==> src/rtl/alarm_zone_scanner.sv <==
// rtl/alarm_zone_scanner.sv - 8-zone alarm mux sequencer with per-zone debounce and trip latch
// Optional feature: define ZONE_MASK_EN to add the MASK[7:0] zone-skip input.
module alarm_zone_scanner #(
  parameter int SETTLE_CYCLES  = 2,
  parameter int DEBOUNCE_COUNT = 3
) (
  input  logic       CLK,
  input  logic       RST,
  input  logic       ENABLE,
  input  logic       ALARM_IN,
  input  logic       ACK,
`ifdef ZONE_MASK_EN
  input  logic [7:0] MASK,
`endif
  output logic       S2,
  output logic       S1,
  output logic       S0,
  output logic       ALARM_OUT,
  output logic [2:0] ZONE,
  output logic       SCAN_DONE,
  output logic       BUSY
);

  typedef enum logic [1:0] {IDLE, SETTLE, SAMPLE, TRIPPED} state_t;

  localparam logic [3:0] SETTLE_LAST = 4'(SETTLE_CYCLES - 1);
  localparam logic [2:0] DEB_MAX     = 3'(DEBOUNCE_COUNT);
  localparam logic [3:0] DEB_TRIP    = 4'(DEBOUNCE_COUNT);

  state_t     state;
  logic [2:0] sel;
  logic [3:0] settle_cnt;
  logic [2:0] cnt [8];

  logic [2:0] next_sel;
  logic [2:0] first_sel;
  logic       all_masked;
  logic       zone_masked;
  logic       wrap;
  logic       trip;

`ifdef ZONE_MASK_EN
  // Nearest unmasked zone after sel (wrapping); downward scan so the closest wins.
  always_comb begin
    next_sel  = sel;
    first_sel = 3'd0;
    for (int i = 8; i >= 1; i--) begin
      if (!MASK[3'(sel + 3'(i))]) next_sel = 3'(sel + 3'(i));
    end
    for (int i = 7; i >= 0; i--) begin
      if (!MASK[i]) first_sel = 3'(i);
    end
  end
  assign all_masked  = &MASK;
  assign zone_masked = MASK[sel];
`else
  assign next_sel    = sel + 3'd1;
  assign first_sel   = 3'd0;
  assign all_masked  = 1'b0;
  assign zone_masked = 1'b0;
`endif

  // A sweep completes whenever the advance does not move to a higher zone.
  assign wrap = (next_sel <= sel);
  assign trip = ALARM_IN && !zone_masked && (({1'b0, cnt[sel]} + 4'd1) == DEB_TRIP);

  assign {S2, S1, S0} = sel;
  assign BUSY         = (state != IDLE);

  always_ff @(posedge CLK or posedge RST) begin
    if (RST) begin
      state      <= IDLE;
      sel        <= 3'd0;
      settle_cnt <= 4'd0;
      ALARM_OUT  <= 1'b0;
      ZONE       <= 3'd0;
      SCAN_DONE  <= 1'b0;
      for (int i = 0; i < 8; i++) cnt[i] <= 3'd0;
    end else begin
      SCAN_DONE <= 1'b0;
      case (state)
        IDLE: begin
          if (ENABLE && !all_masked) begin
            state      <= SETTLE;
            sel        <= first_sel;
            settle_cnt <= 4'd0;
          end
        end
        SETTLE: begin
          if (settle_cnt == SETTLE_LAST) begin
            state      <= SAMPLE;
            settle_cnt <= 4'd0;
          end else begin
            settle_cnt <= settle_cnt + 4'd1;
          end
        end
        SAMPLE: begin
          if (ALARM_IN) begin
            if (cnt[sel] != DEB_MAX) cnt[sel] <= cnt[sel] + 3'd1;
          end else begin
            cnt[sel] <= 3'd0;
          end
          if (trip) begin
            ALARM_OUT <= 1'b1;
            ZONE      <= sel;
            state     <= TRIPPED;
          end else begin
            sel       <= next_sel;
            SCAN_DONE <= wrap;
            state     <= (ENABLE && !all_masked) ? SETTLE : IDLE;
          end
        end
        TRIPPED: begin
          if (ACK) begin
            ALARM_OUT  <= 1'b0;
            cnt[ZONE]  <= 3'd0;
            sel        <= next_sel;
            settle_cnt <= 4'd0;
            state      <= (ENABLE && !all_masked) ? SETTLE : IDLE;
          end
        end
        default: state <= IDLE;
      endcase
`ifdef ZONE_MASK_EN
      for (int i = 0; i < 8; i++) begin
        if (MASK[i]) cnt[i] <= 3'd0;
      end
`endif
    end
  end

endmodule
==> config.mk <==
export PLATFORM = sky130hd
export DESIGN_NAME = alarm_zone_scanner
export DESIGN_NICKNAME = d
export VERILOG_FILES = /design/src/rtl/alarm_zone_scanner.sv
export SDC_FILE = /design/constraint.sdc
export NUM_CORES = 1
export LEC_CHECK = 0
export ABC_AREA = 0
export CAP_MARGIN = 20
export CORE_MARGIN = 2
export CORE_UTILIZATION = 30
export DETAILED_ROUTE_END_ITERATION = 10
export GPL_TIMING_DRIVEN = 0
export SLEW_MARGIN = 25
export SYNTH_ARGS = -nofsm -noshare
export SYNTH_HDL_FRONTEND = slang
export SYNTH_SLANG_ARGS = --single-unit
==> constraint.sdc <==
create_clock -name CLK -period 5.8 [get_ports CLK]
set_input_delay 0.58 -clock CLK [delete_from_list [all_inputs] [get_ports CLK]]
set_output_delay 0.58 -clock CLK [all_outputs]
set_load 0.1 [all_outputs]
# Word level (Yosys, flattened, before mapping)

Cells that the tools add are included.

Register bits after elaboration: 38
Input bits: 5
Output and inout port bits: 9
Word-level logic and storage cells: 86

Add/subtract/negate cells: 4
Order comparisons: 5
Equal/unequal tests: 12
Multiplexer cells: 31
Bitwise operators: 6
Reductions and logical operators: 14

Operator list:

| operator                                            | number |
|---|---|
| two-way mux 24 bit                                  | 3 |
| bitwise AND 24 bit                                  | 2 |
| NOT 24 bit                                          | 2 |
| case mux 24 bit (2 select lines)                    | 1 |
| bitwise mux 24 bit                                  | 1 |
| two-way mux 3 bit                                   | 7 |
| demux 3 bit (select 3 bit)                          | 2 |
| two-way mux 4 bit                                   | 3 |
| case mux 4 bit (3 select lines)                     | 1 |
| AND reduction 3 bit                                 | 4 |
| inequality test 2 bit (second input constant)       | 5 |
| binary-select mux 3 bit (select 3 bit)              | 1 |
| case mux 3 bit (3 select lines)                     | 1 |
| >= comparator 4 bit (second input constant)         | 2 |
| < comparator 4 x 1 -> 1 bit (second input constant) | 2 |
| two-way mux 2 bit                                   | 4 |
| NOT 3 -> 4 bit                                      | 2 |
| case mux 2 bit (4 select lines)                     | 1 |
| adder 3 x 1 -> 3 bit (second input constant)        | 2 |
| nonzero test 3 bit                                  | 2 |
| two-way mux 1 bit                                   | 5 |
| adder 3 x 1 -> 4 bit (second input constant)        | 1 |
| adder 4 x 1 -> 4 bit (second input constant)        | 1 |
| == test 2 bit (second input constant)               | 2 |
| other kinds (12)                                    | 15 |

# Longest topological paths before layout

Gate-level depths: netlist of run 1.

Word-level depth: 9
Depth in mapped cells: 13

# Least setup slack after synthesis of run 1

OpenSTA, ideal clock, no wires.

Path kind: register to register
From: reg sel[1]
To: reg cnt[3] (netlist bit)
Arrival: 3.590 ns
Data required time: 5.717 ns
Setup slack: 2.128 ns
Cell stages (with the launch flop): 14
Period minus slack after synthesis: 3.672 ns
Path through: dfrtp_1 buf_2 mux2i_1 o211ai_1 a222oi_1 inv_1 ha_1 ha_1 a311oi_1 and2_0 clkbuf_1 nand3_1 a2bb2oi_1 o21ai_0

Cells in the longest elaborated chain, start to end: 9
Elaborated cells between the ends (all ways): 19
Classes of those cells: add/sub (1); order compare (2); eq/ne (2); mux (9); bitwise (3); reduce/logical (2)

Ends and longest elaborated chain:

| element                                                                             | line    | source |
|---|---|---|
| start: declaration                                                                  | 31      | `logic [2:0] sel;` |
| start signal: assignment                                                            | 85      | `sel <= first_sel;` |
| start signal: assignment                                                            | 108     | `sel <= next_sel;` |
| start signal: assignment                                                            | 117     | `sel <= next_sel;` |
| NOT 3 -> 4 bit (implied by the code) (*)                                            | 99, 101 |  |
| binary-select mux 3 bit (select 3 bit) (tied with other cells)                      | 99      | `if (cnt[sel] != DEB_MAX) cnt[sel] <= cnt[sel] + 3'd1;` |
| two-way mux 3 bit (implied by the code) / logical AND 1 bit (equally long branches) | 99, 101 |  |
| two-way mux 3 bit, on equally long branches                                         | 99, 101 |  |
| adder 3 x 1 -> 3 bit / demux 3 bit (select 3 bit) (equally long branches)           | 99, 101 |  |
| bitwise mux 24 bit / NOT 24 bit (equally long branches)                             | n/a     |  |
| two-way mux 24 bit / bitwise AND 24 bit (equally long branches)                     | n/a     |  |
| two-way mux 24 bit                                                                  | 98      | `if (ALARM_IN) begin` |
| case mux 24 bit (2 select lines)                                                    | 81      | `case (state)` |
| end signal: indexed assignment                                                      | 101     | `cnt[sel] <= 3'd0;` |
| end signal: indexed assignment                                                      | 116     | `cnt[ZONE] <= 3'd0;` |
| end: declaration                                                                    | 33      | `logic [2:0] cnt [8];` |

Mark *: on every way between the ends. The rest lies on a longest branch, timed or not. The select of a mux whose other input is x is not followed.
A chain may end at the register's enable or synchronous reset.

# Worst setup path in the final report of run 1

From: reg sel[1]
To: reg cnt[4] (netlist bit)

Same word-level chain as after synthesis.

==> results of run 1 <==
worst register-to-register path, cell delays in order, from the launching register on:
cell and delay (ns):
dfrtp_1 0.43, buf_2 0.22, inv_1 0.22, nor2_1 0.14, a222oi_1 0.60, inv_1 0.15, ha_1 0.22, ha_1 0.19
a311oi_1 0.47, and2_0 0.20, clkbuf_1 0.31, nand3_1 0.18, a2bb2oi_1 0.17, o21ai_0 0.14
power by group through the flow:
stage,Clock (uW),Sequential (uW),Combinational (uW)
2_1_floorplan,0,565,665
3_3_place_gp,0,473,1000
3_5_place_dp,0,475,1020
4_1_cts,293,470,1020
5_1_grt,303,485,1130
6_report,287,471,1020
per-stage QoR:
step                total power [uW]  hold WS [ns]  std cells  util, %  instance area [um2]
finish                          1780         0.481        388     36.6                 2850
floorplan                       1230         0.440        264        -                 2420
CTS                             1780         0.484        388     36.6                 2850
global placement                1480         0.455        379     34.5                 2680
detailed placement              1490         0.464        380     34.8                 2700
global route                    1920         0.504        388     36.6                 2850
cells by family after synthesis:
| kind of cell | count (synthesis) |
|---|---|
| fa+ha+maj | 12 |
| xor+xnor | 3 |
| simple gates | 87 |
| compound gates | 79 |
| mux | 14 |
| buf+inv | 31 |
| flops | 38 |
flip-flops by register name (all words and copies together), names as in the netlist:
signal	count
ALARM_OUT	1
SCAN_DONE	1
ZONE	3
cnt	24
sel	3
settle_cnt	4
state	2
worst paths after layout:
check / end / slack, ns / cells past startpoint
worst max-delay path: cnt[4] / 2.08 / 13
worst min-delay path: cnt[21] / 0.48 / 2
worst max register to register: cnt[4] / 2.08 / 13
worst min register to register: cnt[21] / 0.48 / 2
max in group asynchronous: cnt[1] / 4.71 / 3
min in group asynchronous: sel[2] / 0.62 / 2
routing by layer:
layer | track usage, % | vias up | wire length (um)
met4 | 3.74 | 0 | 56
li1 | - | 986 | -
met1 | 20.7 | 997 | 2850
met3 | 3.69 | 5 | 427
met5 | 0 | - | 0
met2 | 25.9 | 64 | 2930
final cells by class:
cell class | instances | area (um2) | share of cell area (%)
Multi-Input combinational cell | 195 | 1340 | 47.0
Sequential cell | 38 | 951 | 33.4
Timing Repair Buffer | 14 | 158 | 5.54
Tap cell | 102 | 128 | 4.48
Clock buffer | 6 | 82.6 | 2.90
Inverter | 18 | 67.6 | 2.37
Buffer | 13 | 61.3 | 2.15
Clock inverter | 2 | 60.1 | 2.11
cell usage after synthesis (all sizes together) (2+ instances only):
cell / n / area, um2
clkbuf: 7 / 26.3
o22ai: 2 / 12.5
a21boi: 4 / 30.0
mux2: 3 / 41.3
nand3: 7 / 35.0
or3: 2 / 17.5
a22o: 3 / 26.3
xor2: 2 / 17.5
mux2i: 7 / 82.6
nand3b: 2 / 15.0
ha: 12 / 150
inv: 18 / 67.6
a21oi: 6 / 30.0
a21o: 2 / 15.0
nor2b: 2 / 12.5
nor3: 7 / 35.0
nor2: 24 / 90.1
a2bb2oi: 8 / 70.1
buf: 6 / 35.0
dfrtp: 38 / 951
o21ai: 34 / 170
a32oi: 3 / 26.3
nand2: 36 / 143
a31oi: 3 / 18.8
o31ai: 2 / 15.0
nand2b: 2 / 12.5
o211ai: 5 / 51.3
and3: 2 / 12.5
mux4: 4 / 105
o41ai: 2 / 32.5
a22oi: 2 / 15.0
==> flow_summary_export.csv, run 1 <==
group,metric,value,unit
cts,cts.path.max_buffers,2,
power_and_ir_drop,p_sw,860,uW
detailed_routing,detail_route.wl_per_cell,16.1,um
cts,numCtsBuffers,5,
power_and_ir_drop,swShare,48.2,%
hold_path,hold_start,"cnt[21]",
worst_setup_path,critPathKind,"reg2reg",
cts,postCtsHoldBufs,0,
logic_synthesis,synth_top_family_by_area,"compound AO/OA/AOI/OAI gates",
cts,clock_latency,0.30,ns
grt,antenna_found_initial,0,
cts,htree_levels,2,
worst_setup_path,slowest_delay,0.60,ns
power_and_ir_drop,ir_drop,212,uV
detailed_routing,avgViaCountPerCell,5.29,
grt,grt_pass1_vias,2134,
detailed_routing,vias,2052,
logic_synthesis,syn_area_per_cell,9.16,um2
die,ioPinCount,14,
die,rows,32,
logic_synthesis,ys_seq_area_share,39.3,%
place,io_buffers,13,
worst_setup_path,cp-end-kind,"register",
cts,post_cts_buffers,0,
logic_synthesis,synth-seq-cells,38,
worst_setup_path,startpoint,"sel[1]",
layout,fin_nets,302,
detailed_routing,drt_iter0_markers,182,
die,die_w,93.8,um
die,core,7770,um2
layout,n_fill_cell,779,
logic_synthesis,synth_ff_type,"dfrtp_1",
power_and_ir_drop,pwr-share-clk,16.1,%
power_and_ir_drop,power_density,626,nW/um2
power_and_ir_drop,pwr-share-seq,26.4,%
place,dp_hpwl,4640,um
sta,min_period,3.72,ns
logic_synthesis,synthesis.area,2420,um2
grt,globalRoute.totalOverflow,0,
cts,postCtsResizedCells,0,
detailed_routing,wl,6260,um
worst_setup_path,path_buf_inv,4,
detailed_routing,firstDrtPassIters,4,
worst_setup_path,slowest_stage,"a222oi_1",
logic_synthesis,synth_cell_types,46,
sta,relSlewSlack,35.0,%
cts,cts_tree,"yes",
cts,cts_root_buf,"clkbuf_8",
logic_synthesis,synth_cells,264,
layout,final_common_cell,"dfrtp_1",
cts,clk_pin_slew_worst_paths,0.08,ns
worst_setup_path,r2r_start,"sel[1]",
worst_setup_path,crit_family,"compound AO/OA/AOI/OAI gates",
logic_synthesis,ys_async_sr_fraction,100,%
grt,grt_max_degree,21,
run_status,status,"complete, no violations",
run,maxCapViolations,0,
worst_setup_path,cp-start-kind,"register",
worst_setup_path,required,6.03,ns
logic_synthesis,ys_warn_count,0,
sta,period_share,64.1,%
sta,hold_viol,0,
logic_synthesis,synth_compound_area_share,22.3,%
power_and_ir_drop,p_int,922,uW
sta,setup_tns,0,ns
detailed_routing,remaining_drc_errors,0,
layout,layout-drive-gt1-share,9.09,%
sta,slew_viol_final,0,
grt,grt_pass1_wl,10700,um
power_and_ir_drop,power.leakage,0.00124,uW
die,die_h,93.8,um
detailed_routing,ant_nets,0,
sta,max_freq,269,MHz
layout,antennaDiodeCount,0,
cts,cts_num_sinks,38,
place,gp_congestion,0.921,
worst_setup_path,worst-path-max-fanout,10,
grt,grtUsageTotal,15.7,%
sta,worst_pin_slew,0.972,ns
die,die-area,8800,um2
sta,clock_skew,0.0104,ns
logic_synthesis,syn-num-nets,281,
worst_setup_path,cp.arrival,3.95,ns
place,dp_slack,2.11,ns
logic_synthesis,yosys.area_share.simple,16.3,%
logic_synthesis,synth_xor_area_share,1.09,%
hold_path,hold_path.class,"reg2reg",
layout,area_growth,17.7,%
logic_synthesis,synth_edf_count,0,
logic_synthesis,synthAdderAreaFrac,6.21,%
worst_setup_path,worstPathCellList,"buf_2 > inv_1 > nor2_1 > a222oi_1 > inv_1 > ha_1 > ha_1 > a311oi_1 > and2_0 > clkbuf_1 > nand3_1 > a2bb2oi_1 > o21ai_0",
sta,setup_slack,2.08,ns
sta,rsz0062_at_grt,"no",
sta,final-setup-viol-count,0,
logic_synthesis,synthMuxAreaShare,9.47,%
power_and_ir_drop,p_comb_share,57.5,%
layout,final_cell_mix,"dfrtp_1, nand2_1, o21ai_0, nor2_1, inv_1",
die,initial_utilization,31.1,%
(Power assumes the default switching activity.)
==> run 2: changes to the inputs <==
- clock period: 5.8 -> 3.52 ns (I/O delays scaled with it)
==> run 2 against run 1 <==
Compared with the run above: critical path type unchanged; non-clock buffer count increased by 2; critical endpoint unchanged; hold slack got worse by 0.11 ns; clock-buffer cell count is the same; utilization fell by 0.43 points; die area unchanged; design area is 1.2% lower.
==> flow_summary_export.csv, run 2 (synthesis results as in run 1) <==
group,metric,value,unit
run_status,status,"complete, no violations",
cts,clock_latency,0.31,ns
run,maxCapViolations,0,
layout,largest_register_ffs,24,
worst_setup_path,reg2reg_slack,0.26,ns
cts,numCtsBuffers,5,
cts,postCtsHoldBufs,0,
place,dp_hpwl,4580,um
layout,antennaDiodeCount,0,
power_and_ir_drop,power.leakage,0.00123,uW
cts,cts_root_buf,"clkbuf_8",
cts,cts_num_sinks,38,
die,initial_utilization,31.1,%
worst_setup_path,required,3.75,ns
detailed_routing,vias,2074,
cts,htree_levels,2,
grt,grt_pass1_wl,10400,um
die,die_w,93.8,um
power_and_ir_drop,pwr-share-seq,27.9,%
worst_setup_path,cp.arrival,3.49,ns
layout,fin_nets,304,
cts,cts.path.max_buffers,2,
layout,fin_cells,390,
power_and_ir_drop,power.total,2800,uW
sta,worst_pin_slew,0.966,ns
die,rows,32,
worst_setup_path,r2r_cells,13,
die,ioPinCount,14,
layout,n_fill_cell,785,
power_and_ir_drop,pwr-share-clk,10.7,%
detailed_routing,drt_iter0_markers,232,
place,post-place-cells,380,
layout,reg_top3,"cnt (24), settle_cnt (4)",
sta,hold_viol,0,
cts,cts_tree,"yes",
power_and_ir_drop,p_sw,1420,uW
detailed_routing,wl,6260,um
sta,rsz0062_at_grt,"no",
worst_setup_path,worst-path-max-fanout,10,
sta,min_period,3.26,ns
power_and_ir_drop,p_comb_share,61.4,%
die,core,7770,um2
grt,grtUsageTotal,15.2,%
grt,globalRoute.totalOverflow,0,
sta,relSlewSlack,35.4,%
place,io_buffers,13,
cts,clk_pin_slew_worst_paths,0.08,ns
layout,area_growth,16.3,%
hold_path,hold_path.class,"in2async",
layout,layout-drive-gt1-share,11.1,%
power_and_ir_drop,ir_drop,292,uV
grt,grt_max_degree,22,
grt,antenna_found_initial,0,
detailed_routing,firstDrtPassIters,4,
place,gp_congestion,0.922,
sta,clock_skew,0.0140,ns
layout,final_common_cell,"dfrtp_1",
die,die-area,8800,um2
worst_setup_path,cp-end-kind,"register",
sta,final-setup-viol-count,0,
detailed_routing,avgViaCountPerCell,5.32,
layout,finish.utilization,36.2,%
detailed_routing,ant_nets,0,
power_and_ir_drop,p_int,1380,uW
sta,slew_viol_final,0,
grt,grt_pass1_vias,2126,
layout,final_cell_mix,"dfrtp_1, nand2_1, o21ai_0, nor2_1, inv_1",
worst_setup_path,critPathKind,"reg2reg",
sta,period_share,92.7,%
power_and_ir_drop,swShare,50.7,%
detailed_routing,detail_route.wl_per_cell,16.0,um
detailed_routing,remaining_drc_errors,0,
power_and_ir_drop,power_density,995,nW/um2
layout,top_register,"cnt",
worst_setup_path,cp-start-kind,"register",
sta,max_freq,306,MHz
die,die_h,93.8,um
-- run 2: cell type report --
cell class | count | area [um2] | area share (%)
sequential | 38 | 953 | 33.9
clock inverter | 2 | 10.0 | 0.356
timing repair buffer | 16 | 173 | 6.14
multi-input combinational | 195 | 1350 | 47.8
clock buffer | 6 | 72.6 | 2.58
buffer | 13 | 63.8 | 2.27
tap | 102 | 128 | 4.54
inverter | 18 | 67.6 | 2.40
-- run 2: path summary, 6_finish.rpt --
check	from	to
worst min register to register	cnt[21]	cnt[21]
max in group asynchronous	RST	cnt[8]
worst max-delay path	sel[1]	cnt[4]
min in group CLK	cnt[21]	cnt[21]
worst min-delay path	RST	SCAN_DONE
worst max register to register	sel[1]	cnt[4]
-- run 2: critical path: stages, from the launching register on --
cell	delay [ns]
dfrtp_2	0.44
buf_2	0.21
inv_1	0.24
nor2_1	0.15
a222oi_1	0.42
inv_1	0.12
ha_1	0.20
ha_1	0.21
a311oi_2	0.34
and2_0	0.19
clkbuf_2	0.20
nand3_1	0.14
a2bb2oi_1	0.17
o21ai_0	0.14
-- run 2: routing by layer --
layer  GRT usage [%]  vias up  part of all wire (%)
met3            3.13       13                   6.4
met5               0        -                     0
met2            24.5       85                    45
met4            5.68        0                   1.8
li1                -      991                     -
met1            20.1      985                    46
-- run 2: power by group through the flow --
stage	sequential (uW)	combinational (uW)	clock (uW)
2_1_floorplan	933	1100	0
3_3_place_gp	781	1660	0
3_5_place_dp	786	1680	0
4_1_cts	780	1690	310
5_1_grt	806	1880	320
6_report	782	1720	298
-- run 2: repair_timing --
item | 4_1_cts | 5_1_grt
gates resized for setup | 0 | 5
setup buffers | 1 | 1
pin swaps | 1 | 1
endpoints found under the setup margin | 20 | 24
-- run 2: metrics by stage --
stage               setup TNS (ns)  setup slack (ns)  instance area, um2  hold slack [ns]
floorplan                        0           0.00361                2420            0.440
global placement            -0.890            -0.128                2680            0.455
detailed placement           -1.57            -0.172                2710            0.470
CTS                              0            0.0500                2800            0.388
global route                     0            0.0138                2810            0.411
finish                           0             0.257                2810            0.374
